==> config.mk <==
export PLATFORM = sky130hd
export DESIGN_NAME = interp_feed_ctrl
export DESIGN_NICKNAME = d
export VERILOG_FILES = /design/src/rtl/interp_feed_ctrl.sv
export SDC_FILE = /design/constraint.sdc
export NUM_CORES = 1
export LEC_CHECK = 0
export CAP_MARGIN = 15
export CORE_AREA = 2 2 81 114
export DETAILED_ROUTE_END_ITERATION = 6
export DIE_AREA = 0 0 83 116
export GPL_ROUTABILITY_DRIVEN = 1
export PLACE_DENSITY_LB_ADDON = 0.2
export REMOVE_ABC_BUFFERS = 1
export SYNTH_ARGS = -nofsm -noshare
export SYNTH_HDL_FRONTEND = slang
export SYNTH_SLANG_ARGS = --single-unit
==> constraint.sdc <==
create_clock -name clock -period 3.1 [get_ports clock]
set_input_delay 0.465 -clock clock [delete_from_list [all_inputs] [get_ports clock]]
set_output_delay 0.465 -clock clock [all_outputs]
set_load 0.01 [all_outputs]
==> src/rtl/interp_feed_ctrl.sv <==
// interp_feed_ctrl: sample feed from an upstream stream to the interpolator.
// Optional: UNDERFLOW_RAMP_EN decays v_out toward 0 on underflow pops.
module interp_feed_ctrl (
  input  logic        clock,
  input  logic        reset,
  input  logic        enable,
  input  logic [13:0] s_data,
  input  logic        s_valid,
  output logic        s_ready,
  output logic [13:0] v_out,
  output logic        sample_strobe,
  output logic [3:0]  phase,
  output logic        underflow,
  output logic [15:0] underflow_cnt,
  output logic [1:0]  state
);

  typedef enum logic [1:0] {
    IDLE  = 2'd0,
    PRIME = 2'd1,
    RUN   = 2'd2,
    MUTE  = 2'd3
  } state_t;

  localparam logic [3:0] POP_PH = 4'd14;
  localparam logic [3:0] STB_PH = 4'd15;

  state_t      state_q;
  state_t      state_d;
  logic [13:0] mem [4];
  logic [1:0]  rd_ptr;
  logic [1:0]  wr_ptr;
  logic [2:0]  count;
  logic        pop_cyc;
  logic        push;
  logic        pop;
  logic        flush;
  logic        unf;
  logic        zero_v;

  assign pop_cyc       = (phase == POP_PH);
  assign sample_strobe = (phase == STB_PH);
  assign state         = state_q;
  assign underflow     = unf;

  // Ready only while collecting, judged from the registered fill level.
  assign s_ready = ((state_q == PRIME) || (state_q == RUN))
                && (count < 3'd4);

  assign push = s_valid && s_ready;

  // Free-running prescale phase, aligned with the interpolator by reset.
  always_ff @(posedge clock) begin
    if (reset) begin
      phase <= 4'd0;
    end else begin
      phase <= phase + 4'd1;
    end
  end

  // State register.
  always_ff @(posedge clock) begin
    if (reset) begin
      state_q <= IDLE;
    end else begin
      state_q <= state_d;
    end
  end

  // Next state plus pop / flush / mute / underflow decisions.
  always_comb begin
    state_d = state_q;
    pop     = 1'b0;
    flush   = 1'b0;
    unf     = 1'b0;
    zero_v  = 1'b0;
    unique case (state_q)
      IDLE: begin
        flush = 1'b1;
        if (enable) begin
          state_d = PRIME;
        end
      end
      PRIME: begin
        if (!enable) begin
          state_d = MUTE;
        end else if (pop_cyc && (count >= 3'd2)) begin
          state_d = RUN;
          pop     = 1'b1;
        end
      end
      RUN: begin
        if (!enable) begin
          state_d = MUTE;
        end else if (pop_cyc) begin
          if (count == 3'd0) begin
            unf = 1'b1;
          end else begin
            pop = 1'b1;
          end
        end
      end
      MUTE: begin
        if (pop_cyc) begin
          flush   = 1'b1;
          zero_v  = 1'b1;
          state_d = IDLE;
        end
      end
      default: begin
        state_d = IDLE;
      end
    endcase
  end

  // Sample storage; pointers and level decide what is valid.
  always_ff @(posedge clock) begin
    if (push) begin
      mem[wr_ptr] <= s_data;
    end
  end

  // FIFO pointers and fill level; a flush or reset drops every entry.
  always_ff @(posedge clock) begin
    if (reset || flush) begin
      rd_ptr <= 2'd0;
      wr_ptr <= 2'd0;
      count  <= 3'd0;
    end else begin
      if (push) begin
        wr_ptr <= wr_ptr + 2'd1;
      end
      if (pop) begin
        rd_ptr <= rd_ptr + 2'd1;
      end
      count <= count + {2'd0, push} - {2'd0, pop};
    end
  end

  // Output sample: loaded on the pop cycle so it is stable at phase 15.
  always_ff @(posedge clock) begin
    if (reset) begin
      v_out <= 14'd0;
    end else if (zero_v) begin
      v_out <= 14'd0;
    end else if (pop) begin
      v_out <= mem[rd_ptr];
    end else if (unf) begin
`ifdef UNDERFLOW_RAMP_EN
      v_out <= 14'($signed(v_out) >>> 1);
`else
      v_out <= v_out;
`endif
    end
  end

  // Saturating count of pops that found the FIFO empty.
  always_ff @(posedge clock) begin
    if (reset) begin
      underflow_cnt <= 16'd0;
    end else if (unf && (underflow_cnt != 16'hFFFF)) begin
      underflow_cnt <= underflow_cnt + 16'd1;
    end
  end

endmodule

==> summary.md, run 1 <==
For the number of inserted filler cells in the final layout, the log shows 672. The number of instances in the synthesized netlist is 301, and the share of synthesized area spent on multiplexers is 11.89%. The run gives 0 as the residual antenna-violating net count after detailed routing. The total count of hold-check failures in the final report was 0. The count of buffers added on input and output ports is 56. The detailed router finished its first iteration with 92 violations. The logs give 0 for the total global routing overflow and 24 for the pin count of the biggest net entering global routing. In this run the mean area of a mapped cell was 13.61 um2. Of the total synthesized cell area, the portion taken by AND, OR, NAND and NOR gates is 12.99%.

The overall routing resource usage is 17.13%. In the post-synthesis netlist, the biggest area contributors are edfxtp_1 41%, dfxtp_1 21%, mux4_2 7.7%. Counting flops and latches in the post-synthesis netlist gives 99. After the last flow step, the layout net total stands at 402.

The run gives 0 as the initial antenna violation count. For this design the static power due to leakage is 1.880 nW. Of all nets on the critical path, the largest fanout is 12. The relative area change from synthesis to final layout was 25.30%; the post-route cell area was 0.005131 mm2.

The final core area utilization came out at 59.96%. Setup repair after global routing left no endpoint under its margin. Clock tree synthesis found a total of 99 sinks. The tools report the total count of max-transition violations in the final report as 0. In this run the tightest slew margin relative to its limit is 47.75%.

The library cells used most frequently in the layout, excluding fill and tap cells, are 56 x clkdlybuf4s50_1, 56 x edfxtp_1, 43 x nor2_1, 43 x dfxtp_1. The placed instances occupy a cell area of 0.004817 mm2. The run gives 0.006676 ns as the final clock skew. At the pin with the least slew margin, the transition time is 0.7826 ns. After detailed routing, the number of remaining DRC violations is 0. The die is 83 um wide. Max-cap violations in this run came to 0. The repair_antennas step left the layout with diodes totalling 0. The worst setup path is of the reg -> out kind. Of the total synthesized cell area, the portion taken by full adders, half adders and majority gates is 5.072%. Sequential cells were found to cover 62.08% of the synthesized design area. The top cell type by area accounts for 41.06% of the synthesized area. The run gives 0.3593 GHz as the maximum frequency from static timing analysis. By area, the combinational part of the netlist is dominated by simple AND/OR/NAND/NOR gates. The first-pass GRT wire length came out at 12520 um. After clock tree synthesis, the flow added hold-fix buffers numbering 0. STA classifies the critical path startpoint as a flop. The synthesized netlist occupies a cell area of 0.004095 mm2. Of the total synthesized cell area, the portion taken by XOR and XNOR cells is 3.850%.

The sum of negative setup slack is 0 ns. In the routed layout, each cell is associated on average with a via count of 5.349. The post-detailed-placement half-perimeter wirelength is 5216 um, and the number of enable flip-flop cells after synthesis is 56. Synthesis instantiated 39 different standard cells from the library. The compound-cell area share of the yosys netlist was 1.742%.

At the worst endpoint, the required time is 2.63 ns. For the core outline area, the log shows 0.008558 mm2. edfxtp_1 takes more of the synthesized area than any other cell. The via count of the first global-routing pass was 2538.

The finished layout holds 478 standard cells, fillers aside. The tree is rooted in a clkbuf_16. TritonCTS built the clock tree. The flow ran to the end, and the final reports show no timing, DRC or antenna violations. The number of optimization iterations in the first detailed-route pass was 6; the final critical-path share of the clock period was 89.79%. In this run, CTS created clock tree buffers numbering 9. No sink is reached through more buffers than the 2 on the longest clock path. Dividing the detail-routed wire length by the instance count gives 16.25 um.

The number of buffers inserted by post-CTS setup repair was 0; the post-route minimum period was 2.783 ns. The later pin in the worst-skew pair is clocked with a latency of 0.34 ns. The design draws 3.178 mW. The clock tree synthesis step divided the H-tree into 3 levels.

The power density normalized to cell area works out to 619.4 mW/mm2. The die is 116 um tall. The global placement routability congestion was 0.7744. The setup-violating endpoint count in the final report is 0, and the placed instance count is 462.

The top-level I/O count was 57. After floorplanning, the core was divided into 40 placement rows. The number of vias after detailed routing is 2557.

Worst min-delay path class: reg -> reg. STA classifies the critical path endpoint as an output pin. The fraction of final layout cells with drive strength greater than 1 works out to 11.53%. The routed design has 7768 um of wire. Data arrives at the worst endpoint at 2.32 ns. The starting density of the core was 47.85%. The die outline area is 0.009628 mm2, and the Yosys warning count is 0. The proportion of synthesized flip-flops having asynchronous set or reset was 0%; the number of instances resized during post-cts repair was 0.

Leading register cell type out of synthesis: edfxtp_1. IR analysis of the VDD net gives a maximum drop of 0.0004243 V. Clock edge transition at the registers on the reported setup and hold paths: 0.06 ns.
cells in the mapped netlist (2+ instances only):
cell type / count
edfxtp_1: 56
buf_2: 3
nand4_1: 6
and3_1: 8
nand2_1: 7
xnor2_1: 15
nor2_1: 43
and4_1: 2
mux2i_1: 16
nor4_1: 5
a21oi_1: 5
nor4b_1: 2
xor2_1: 3
nor2b_1: 4
mux4_2: 14
clkbuf_1: 6
ha_1: 15
nor3_1: 4
nand3_1: 8
o21ai_0: 3
dfxtp_1: 43
inv_1: 16
layer usage:
| layer | vias to the layer above | part of all wire, % | global-route usage, % |
|---|---|---|---|
| met3 | 11 | 4.5 | 4.630 |
| li1 | 1222 | - | - |
| met5 | - | 0 | 0 |
| met1 | 1246 | 43 | 20.59 |
| met4 | 0 | 1.4 | 5.902 |
| met2 | 78 | 51 | 29.95 |
cell families after synthesis:
logic type,count (synthesis)
simple gates,100
flops,99
mux,31
buf+inv,25
xor+xnor,18
fa+ha+maj,16
compound gates,12
registers in the layout, summed over array words and instances (netlist names):
register and count:
state 2, wr_ptr 2, phase 4, rd_ptr 2
v_out 14, count 3, mem 56, underflow_cnt 16
worst paths after layout:
path,startpoint,end,slack [ns],depth (start not counted)
worst max-delay path,state[0],underflow,0.32,6
worst min-delay path,phase[0],phase[0],0.47,1
worst max register to register,state[1],count[2],0.41,11
worst min register to register,phase[0],phase[0],0.47,1
metrics by stage:
stage / hold slack, ns / worst slack [ns]
global route: 0.4937 / 0.1170
global placement: 0.4456 / 0.4953
finish: 0.4728 / 0.3166
floorplan: 0.4652 / 0.1030
CTS: 0.4777 / 0.2953
detailed placement: 0.4637 / 0.4275
critical path: stages (launching register included):
cell             delay, ns
dfxtp_1               0.34
inv_1                 0.13
ha_1                  0.20
or4b_4                0.49
nand2b_4              0.22
inv_1                 0.07
clkdlybuf4s50_1       0.52
power breakdown:
group	leakage, nW	total [mW]	switching (mW)	internal, mW
Combinational	0.874	0.491	0.258	0.234
Sequential	0.854	1.55	0.0492	1.50
Clock	0.152	1.14	0.459	0.680
layout make-up:
type,instances,area (um2),share of cell area [%]
Inverter,16,60.06,1.170
Tap cell,105,131.4,2.560
Sequential cell,99,2542,49.55
Clock buffer,12,257.7,5.023
Multi-Input combinational cell,177,1455,28.36
Timing Repair Buffer,65,628.1,12.24
Clock inverter,4,56.30,1.097
No activity file was read; power rests on OpenSTA's default activity.
==> run 2, diff against run 1 <==
--- a/config.mk
+++ b/config.mk
@@ -6,9 +6,9 @@
 export NUM_CORES = 1
 export LEC_CHECK = 0
 export CAP_MARGIN = 15
-export CORE_AREA = 2 2 81 114
+export CORE_AREA = 2 2 80 113
 export DETAILED_ROUTE_END_ITERATION = 6
-export DIE_AREA = 0 0 83 116
+export DIE_AREA = 0 0 82 115
 export GPL_ROUTABILITY_DRIVEN = 1
 export PLACE_DENSITY_LB_ADDON = 0.2
 export REMOVE_ABC_BUFFERS = 1
==> constraint.sdc (replaced) <==
create_clock -name clock -period 3.3 [get_ports clock]
set_input_delay 0.495 -clock clock [delete_from_list [all_inputs] [get_ports clock]]
set_output_delay 0.495 -clock clock [all_outputs]
set_load 0.01 [all_outputs]
==> run 2 against run 1 <==
Compared with the run above: hold slack got worse by 0.0086 ns; final area decreased by 1.2%; critical path depth unchanged; clock skew about the same; critical path type unchanged.
==> summary.md, run 2 (synthesized netlist as in run 1, its figures left out) <==
The number of max-cap violations came out at 0. The startpoint identified for the worst register-to-register timing path is state[0]. Most heavily used metal layer in global routing: met2. The depth of the CTS H-tree is 3, and the maximum fanout encountered on the critical timing path is 12. In this run the tool buffered the top-level ports with 56 buffer cells. Total count of hold-check failures in the final report: 0. In the finished design, the share of the clock period the worst path needs comes to 85.08%. The register ranked first by flip-flop count is mem. Counting along the longest clock path gives a buffer depth of 2. For the worst setup path, the data arrival time is 2.31 ns. The core region is 0.008408 mm2. The clock edge transition at the registers on the reported setup and hold paths is 0.06 ns. Measured along the x axis, the die boundary spans 82 um. Clock tree root buffer cell: clkbuf_16.

The routing usage on met1 came out at 20.94%. The worst min-delay path class was reg -> reg. The detailed router finished its first iteration with 120 violations.

The count of cells along the worst hold path came out at 1. The total overflow left after global routing is 0. The chip height came out at 115 um.

For the pin with the worst max-slew slack, the measured transition is 0.7714 ns. For this design the static power due to leakage is 1.846 nW. After the flow finishes, the layout carries non-filler instances totaling 474.

The placed instance count was 458; the top-level I/O count was 57. Buffers inserted to repair hold after CTS numbered 0. The standard-cell row count is 40, and the number of vias per cell is 5.329.

The peak ir drop on the vdd network was 0.0003162 V; the number of sinks on the clock net was 99. For this run, the detailed router's first-pass iteration total came to 4. The post-route minimum period was 2.808 ns. The largest registers in the layout are mem: 56 flops, underflow_cnt: 16 flops, v_out: 14 flops. The number of instances resized during post-cts repair was 0.

The critical path goes through inv_1, ha_1, or4b_4, nand2b_4, inv_1, clkdlybuf4s50_1. Relative to the synthesized area, the layout overhead comes to 23.80%. Critical register-to-register path endpoint: count[2]. TritonCTS built the clock tree.

The worst hold endpoint is phase[0]. The largest individual stage delay along the critical path comes from the cell clkdlybuf4s50_1. Detailed placement ended at an HPWL of 5112 um. The flow ran to the end, and the final reports show no timing, DRC or antenna violations. Across all layers, the routed design uses 2526 vias. Routability-driven placement finished with a final weighted congestion of 0.8026. The top cell types in the final layout, fill and taps aside, are 56 x clkdlybuf4s50_1, 56 x edfxtp_1, 43 x nor2_1, 43 x dfxtp_1. Residual antenna-violating net count after detailed routing: 0. The most frequent cell on the critical path was inv_1.

At the end of the flow, the number of nets in the layout was 398. Summed over all failing endpoints, the final setup total negative slack is 0 ns. The post-route netlist has 10.57% of its cells at a drive strength greater than 1. The initial antenna violation count was 0.

For the worst setup path, the data required time is 2.80 ns. The worst register-to-register path has a depth of 11. The tools report the sort of element at the start of the critical path as a flop. The repair_antennas step left the layout with diodes totalling 0. Derived from the worst setup path, the maximum achievable clock frequency is 0.3562 GHz.

The total count of max-transition violations in the final report was 0. Global routing consumed, on the met2 layer, 29.65% of the routing resources. Setup repair after global routing left no endpoint under its margin. For met3 alone, demand over resource in global routing was 3.846%. Setup slack on the worst reg-to-reg path comes out at 0.59 ns.

The number of clock buffers added by TritonCTS is 9. The type of destination of the critical path was an output pin. The multi-input combinational cells in the finished layout cover a total of 0.001455 mm2.

The first global-routing pass estimated 12360 um of wire. The final core area utilization was 60.30%; the area used by sequential logic in the layout was 0.002542 mm2. The average routed wire per standard cell was 15.78 um.

The largest stage delay on the critical path is 0.53 ns, and the flip-flop count of the largest register, all copies and words added is 56. The power density normalized to cell area was 570.7 mW/mm2. Measured against its own limit, the worst slew margin works out to 48.57%. The worst hold path begins at phase[0].

The worst setup path is of the reg -> out kind. The logs give 0 for the number of buffers inserted by post-CTS setup repair and 48.71% for the starting density of the core. The routed design has 7480 um of wire. After filler insertion, the fill cell instance count of the layout stands at 691. Entering global routing, the biggest net connects 24 pins.

The most critical setup path has its startpoint at state[0]. In the routed design, unresolved DRC markers number 0. Clock skew on the completed layout was measured at 0.006648 ns.

The via count of the first global-routing pass was 2570; the clock latency at the later pin of the worst-skew pair was 0.34 ns. The tools report the overall routing resource usage as 17.76%. Setup violations remaining at the end of the flow were counted as 0. The post-route worst hold slack is 0.4642 ns. The run gives 0.009430 mm2 as the die outline area.
-- run 2: cell count changes in the layout (fill, tap and decap cells not counted) --
cell	change
clkinv_4	-1
bufinv_16	-1
clkinv_2	+1
buf_4	-4
clkbuf_16	-1
clkbuf_8	+2
-- run 2: routing by layer --
layer,part of all wire (%),up-vias,wire length (um)
li1,-,1220,-
met1,41,1239,3081
met2,52,53,3920
met3,3.5,14,263
met4,2.9,0,214
met5,0,-,0
-- run 2: critical path, delay by kind of cell (launching register included) --
| kind | cells | cell delay [ns] |
|---|---|---|
| AND/OR/NAND/NOR | 2 | 0.70 |
| flip-flops | 1 | 0.34 |
| buffers and inverters | 3 | 0.73 |
| adder cells (fa/ha/maj) | 1 | 0.20 |
-- run 2: area by class of cell --
class                           count  share of cell area, %
Timing Repair Buffer               61                  11.80
Inverter                           16                  1.185
Multi-Input combinational cell    177                  28.70
Tap cell                          105                  2.591
Clock buffer                       13                  5.133
Clock inverter                      3                 0.4442
Sequential cell                    99                  50.15
-- run 2: through the flow --
step | power [mW] | setup WS [ns] | cell area (um2)
3_3_place_gp | 1.923 | 0.6597 | 4787
5_1_grt | 3.045 | 0.2784 | 5070
4_1_cts | 2.929 | 0.4755 | 5070
2_1_floorplan | 1.759 | 0.3030 | 4058
6_report | 2.893 | 0.4923 | 5070
3_5_place_dp | 1.939 | 0.6012 | 4787
-- run 2: worst max-delay path by stage --
stage,end,slack [ns]
2_1_floorplan,count[2],0.30
3_3_place_gp,count[1],0.66
3_5_place_dp,count[1],0.60
4_1_cts,underflow,0.48
5_1_grt,count[2],0.28
6_report,underflow,0.49
-- run 2: power by group --
part / internal (mW) / switching, mW
logic: 0.213 / 0.244
registers: 1.41 / 0.0424
clock network: 0.556 / 0.430
total: 2.18 / 0.716
==> run 3, diff against run 2 <==
--- a/config.mk
+++ b/config.mk
@@ -5,10 +5,12 @@
 export SDC_FILE = /design/constraint.sdc
 export NUM_CORES = 1
 export LEC_CHECK = 0
+export ABC_AREA = 0
 export CAP_MARGIN = 15
-export CORE_AREA = 2 2 80 113
+export CORE_AREA = 2 2 67 133
 export DETAILED_ROUTE_END_ITERATION = 6
-export DIE_AREA = 0 0 82 115
+export DIE_AREA = 0 0 69 135
+export DONT_BUFFER_PORTS = 1
 export GPL_ROUTABILITY_DRIVEN = 1
 export PLACE_DENSITY_LB_ADDON = 0.2
 export REMOVE_ABC_BUFFERS = 1
==> run 3 against run 2 <==
Compared with the run above: clock skew is 0.00081 ns higher; combinational power is 15% lower; critical path depth is 6 higher; utilization is 5.2 points lower; via count is 8.2% lower; cell count is 12% lower; routed wire length is 0.70% lower; die area is 1.2% lower; hold slack worse by 0.25 ns; sequential cell count stayed put; global-route usage is 0.50 points lower; clock power hardly changed; critical path type is now reg -> reg; critical endpoint is now count[2]; largest power group unchanged.
==> summary.md, run 3 (synthesized netlist as in run 1, its figures left out) <==
The flow ran to the end, and the final reports show no timing, DRC or antenna violations. For the starting density of the core, the log shows 49.74%. STA classifies the critical path endpoint as a flop.

The average routed wire per standard cell is 17.90 um. On the critical path the largest part of the delay comes from adder cells. 57 I/O pins were placed.

On the final layout, the worst hold slack is 0.2174 ns. Buffers inserted to repair hold after CTS numbered 0. The number of sinks on the clock net is 99, and the final clock skew is 0.007461 ns. The worst min-delay path class was in -> reg. The register with the most flip-flops in the layout has 56 of them. Traced cell by cell, the critical path runs through inv_1, ha_1, nor2b_1, buf_4, and2_1, inv_1, ha_1, inv_1, ha_1, fa_1, xor2_1, nor2_1.

The tools report the total count of max-transition violations in the final report as 0. From synthesis to final layout, the design area changed by 10.85%. Global routing used 17.26% of the available tracks. The initial antenna violation count is 0. The slew at the pin closest to its max-slew limit is 0.7776 ns. The standard-cell row count was 47; the fraction of final layout cells with drive strength greater than 1 was 13.88%. The count of cells along the worst hold path is 1, and the DRC marker count from the first detailed-route iteration is 70. Input and output buffers added on the ports amount to 0. In this run the standard cell core region covers 0.008233 mm2. In this run the worst setup path begins at state[0]. The worst setup path is of the reg -> reg kind. The final layout contains routed wiring with a total length of 7428 um. The number of max-cap violations came out at 0. Using the TritonRoute via totals, the vias-per-cell ratio works out to 5.586. The power density normalized to cell area is 629.7 mW/mm2, and the required time at the endpoint of the critical path is 3.51 ns.

The run gives 12070 um as the first-pass GRT wire length. In this run the static leakage power is 1.675 nW. The worst register-to-register path has a depth of 12. The tools report the critical register-to-register path endpoint as count[2]. Setup repair after global routing left no endpoint under its margin. For the total count of hold-check failures in the final report, the log shows 0. The worst slew slack as a fraction of its limit is 48.09%, and the post-route minimum period is 2.744 ns.

The deepest clock path buffer count was 2; the clock edge transition at the registers on the reported setup and hold paths was 0.06 ns. Across the VDD grid, the largest voltage drop is 0.0005993 V. The pin count of the biggest net entering global routing is 25. The logs give 0.3644 GHz for the maximum frequency from static timing analysis and 0 for the residual antenna-violating net count after detailed routing. In this run the vertical extent of the chip is 135 um. For the worst setup path, the data arrival time is 2.95 ns.

The library cells used most frequently in the layout, excluding fill and tap cells, are 56 x edfxtp_1, 43 x nor2_1, 43 x dfxtp_1, 16 x inv_1, 16 x mux2i_1. In the routed design, unresolved DRC markers number 0. Leaving out fill and tap cells, the most frequent cell in the layout is edfxtp_1. The slowest stage of the critical path belongs to the cell dfxtp_1.

TritonCTS built the clock tree. 0 antenna diodes ended up in the layout. In this run the most critical hold path is launched from reset.

Setup slack on the worst reg-to-reg path comes out at 0.56 ns. The tools report the number of buffers inserted by post-CTS setup repair as 0. The largest registers in the layout are mem: 56 flops, underflow_cnt: 16 flops, v_out: 14 flops.

STA classifies the critical path startpoint as a flop. TritonCTS created 9 clock buffers. The total overflow left after global routing is 0. After legalization and detailed placement, the total HPWL measured 5135 um.

The net count reported at finish is 346, and the number of vias after detailed routing is 2318. Counting both buffers and inverters, the worst setup path holds a total of 4. Before antenna repair, the detailed router went through 7 iterations. Clock latency on the worst-skew pair, taken at its later pin, is 0.34 ns. For this run, the slowest stage of the critical path takes 0.46 ns. mem holds more flip-flops than any other register. Routability-driven placement finished with a final weighted congestion of 0.8274.

From left edge to right edge, the die measures 69 um. After routing, the total negative slack on setup checks comes to 0 ns. The H-tree was split into 3 levels. Along the worst path, the maximum fanout reaches 6.

The cell sitting at the root of the clock tree is a clkbuf_16. The worst hold endpoint is phase[1]. The number of inserted filler cells in the final layout was 686; the die outline area was 0.009315 mm2. The tools report the via count of the first global-routing pass as 2437.

Dividing the final minimum period by the clock period gives 83.15%. Setup violations remaining at the end of the flow were counted as 0. The tools report the launch instance of the worst register-to-register path as state[0].

The number of instances resized during post-cts repair came out at 0.
-- run 3: worst max-delay path by stage --
| stage | slack (ns) | cells past startpoint | to |
|---|---|---|---|
| finish | 0.56 | 12 | count[2] |
| global route | 0.27 | 12 | count[2] |
| CTS | 0.55 | 12 | count[2] |
| detailed placement | 0.58 | 12 | count[2] |
| global placement | 0.63 | 12 | count[2] |
| floorplan | 0.30 | 11 | count[2] |
-- run 3: final cells by class --
class / count / area (um2) / share of cell area [%]
inverters: 16 / 60.06 / 1.323
multi-input cells: 177 / 1455 / 32.06
clock inverters: 7 / 66.31 / 1.461
repair buffers: 9 / 67.56 / 1.488
well taps: 98 / 122.6 / 2.701
flip-flops and latches: 99 / 2542 / 56.01
clock buffers: 9 / 225.2 / 4.961
-- run 3: routing by layer --
layer	GRT usage, %	share of wire, %
met1	16.86	36
met2	32.16	56
met3	5.522	5.8
met4	8.279	2.3
met5	0	0
-- run 3: stage by stage --
stage / setup WS, ns / power (mW) / area [um2] / utilization [%] / std cells
after floorplan: 0.3030 / 1.759 / 4058 / - / 292
after global placement: 0.6302 / 1.873 / 4248 / 51.60 / 399
after detailed placement: 0.5836 / 1.884 / 4248 / 51.60 / 399
after CTS: 0.5500 / 2.900 / 4539 / 55.14 / 415
after global routing: 0.2662 / 2.984 / 4539 / 55.14 / 415
final: 0.5560 / 2.859 / 4539 / 55.14 / 415
-- run 3: worst reg2reg max path, cell delays in order, from the launching register on --
cell and delay (ns):
dfxtp_1 0.46, inv_1 0.14, ha_1 0.37, nor2b_1 0.16, buf_4 0.16, and2_1 0.20
inv_1 0.06, ha_1 0.27, inv_1 0.03, ha_1 0.18, fa_1 0.37, xor2_1 0.16
nor2_1 0.05
-- run 3: power by group --
group          switching [mW]  leakage [nW]  internal [mW]
combinational           0.213         0.674          0.175
sequential             0.0539         0.854           1.41
clock                   0.424         0.147          0.584
total                   0.691          1.67           2.17
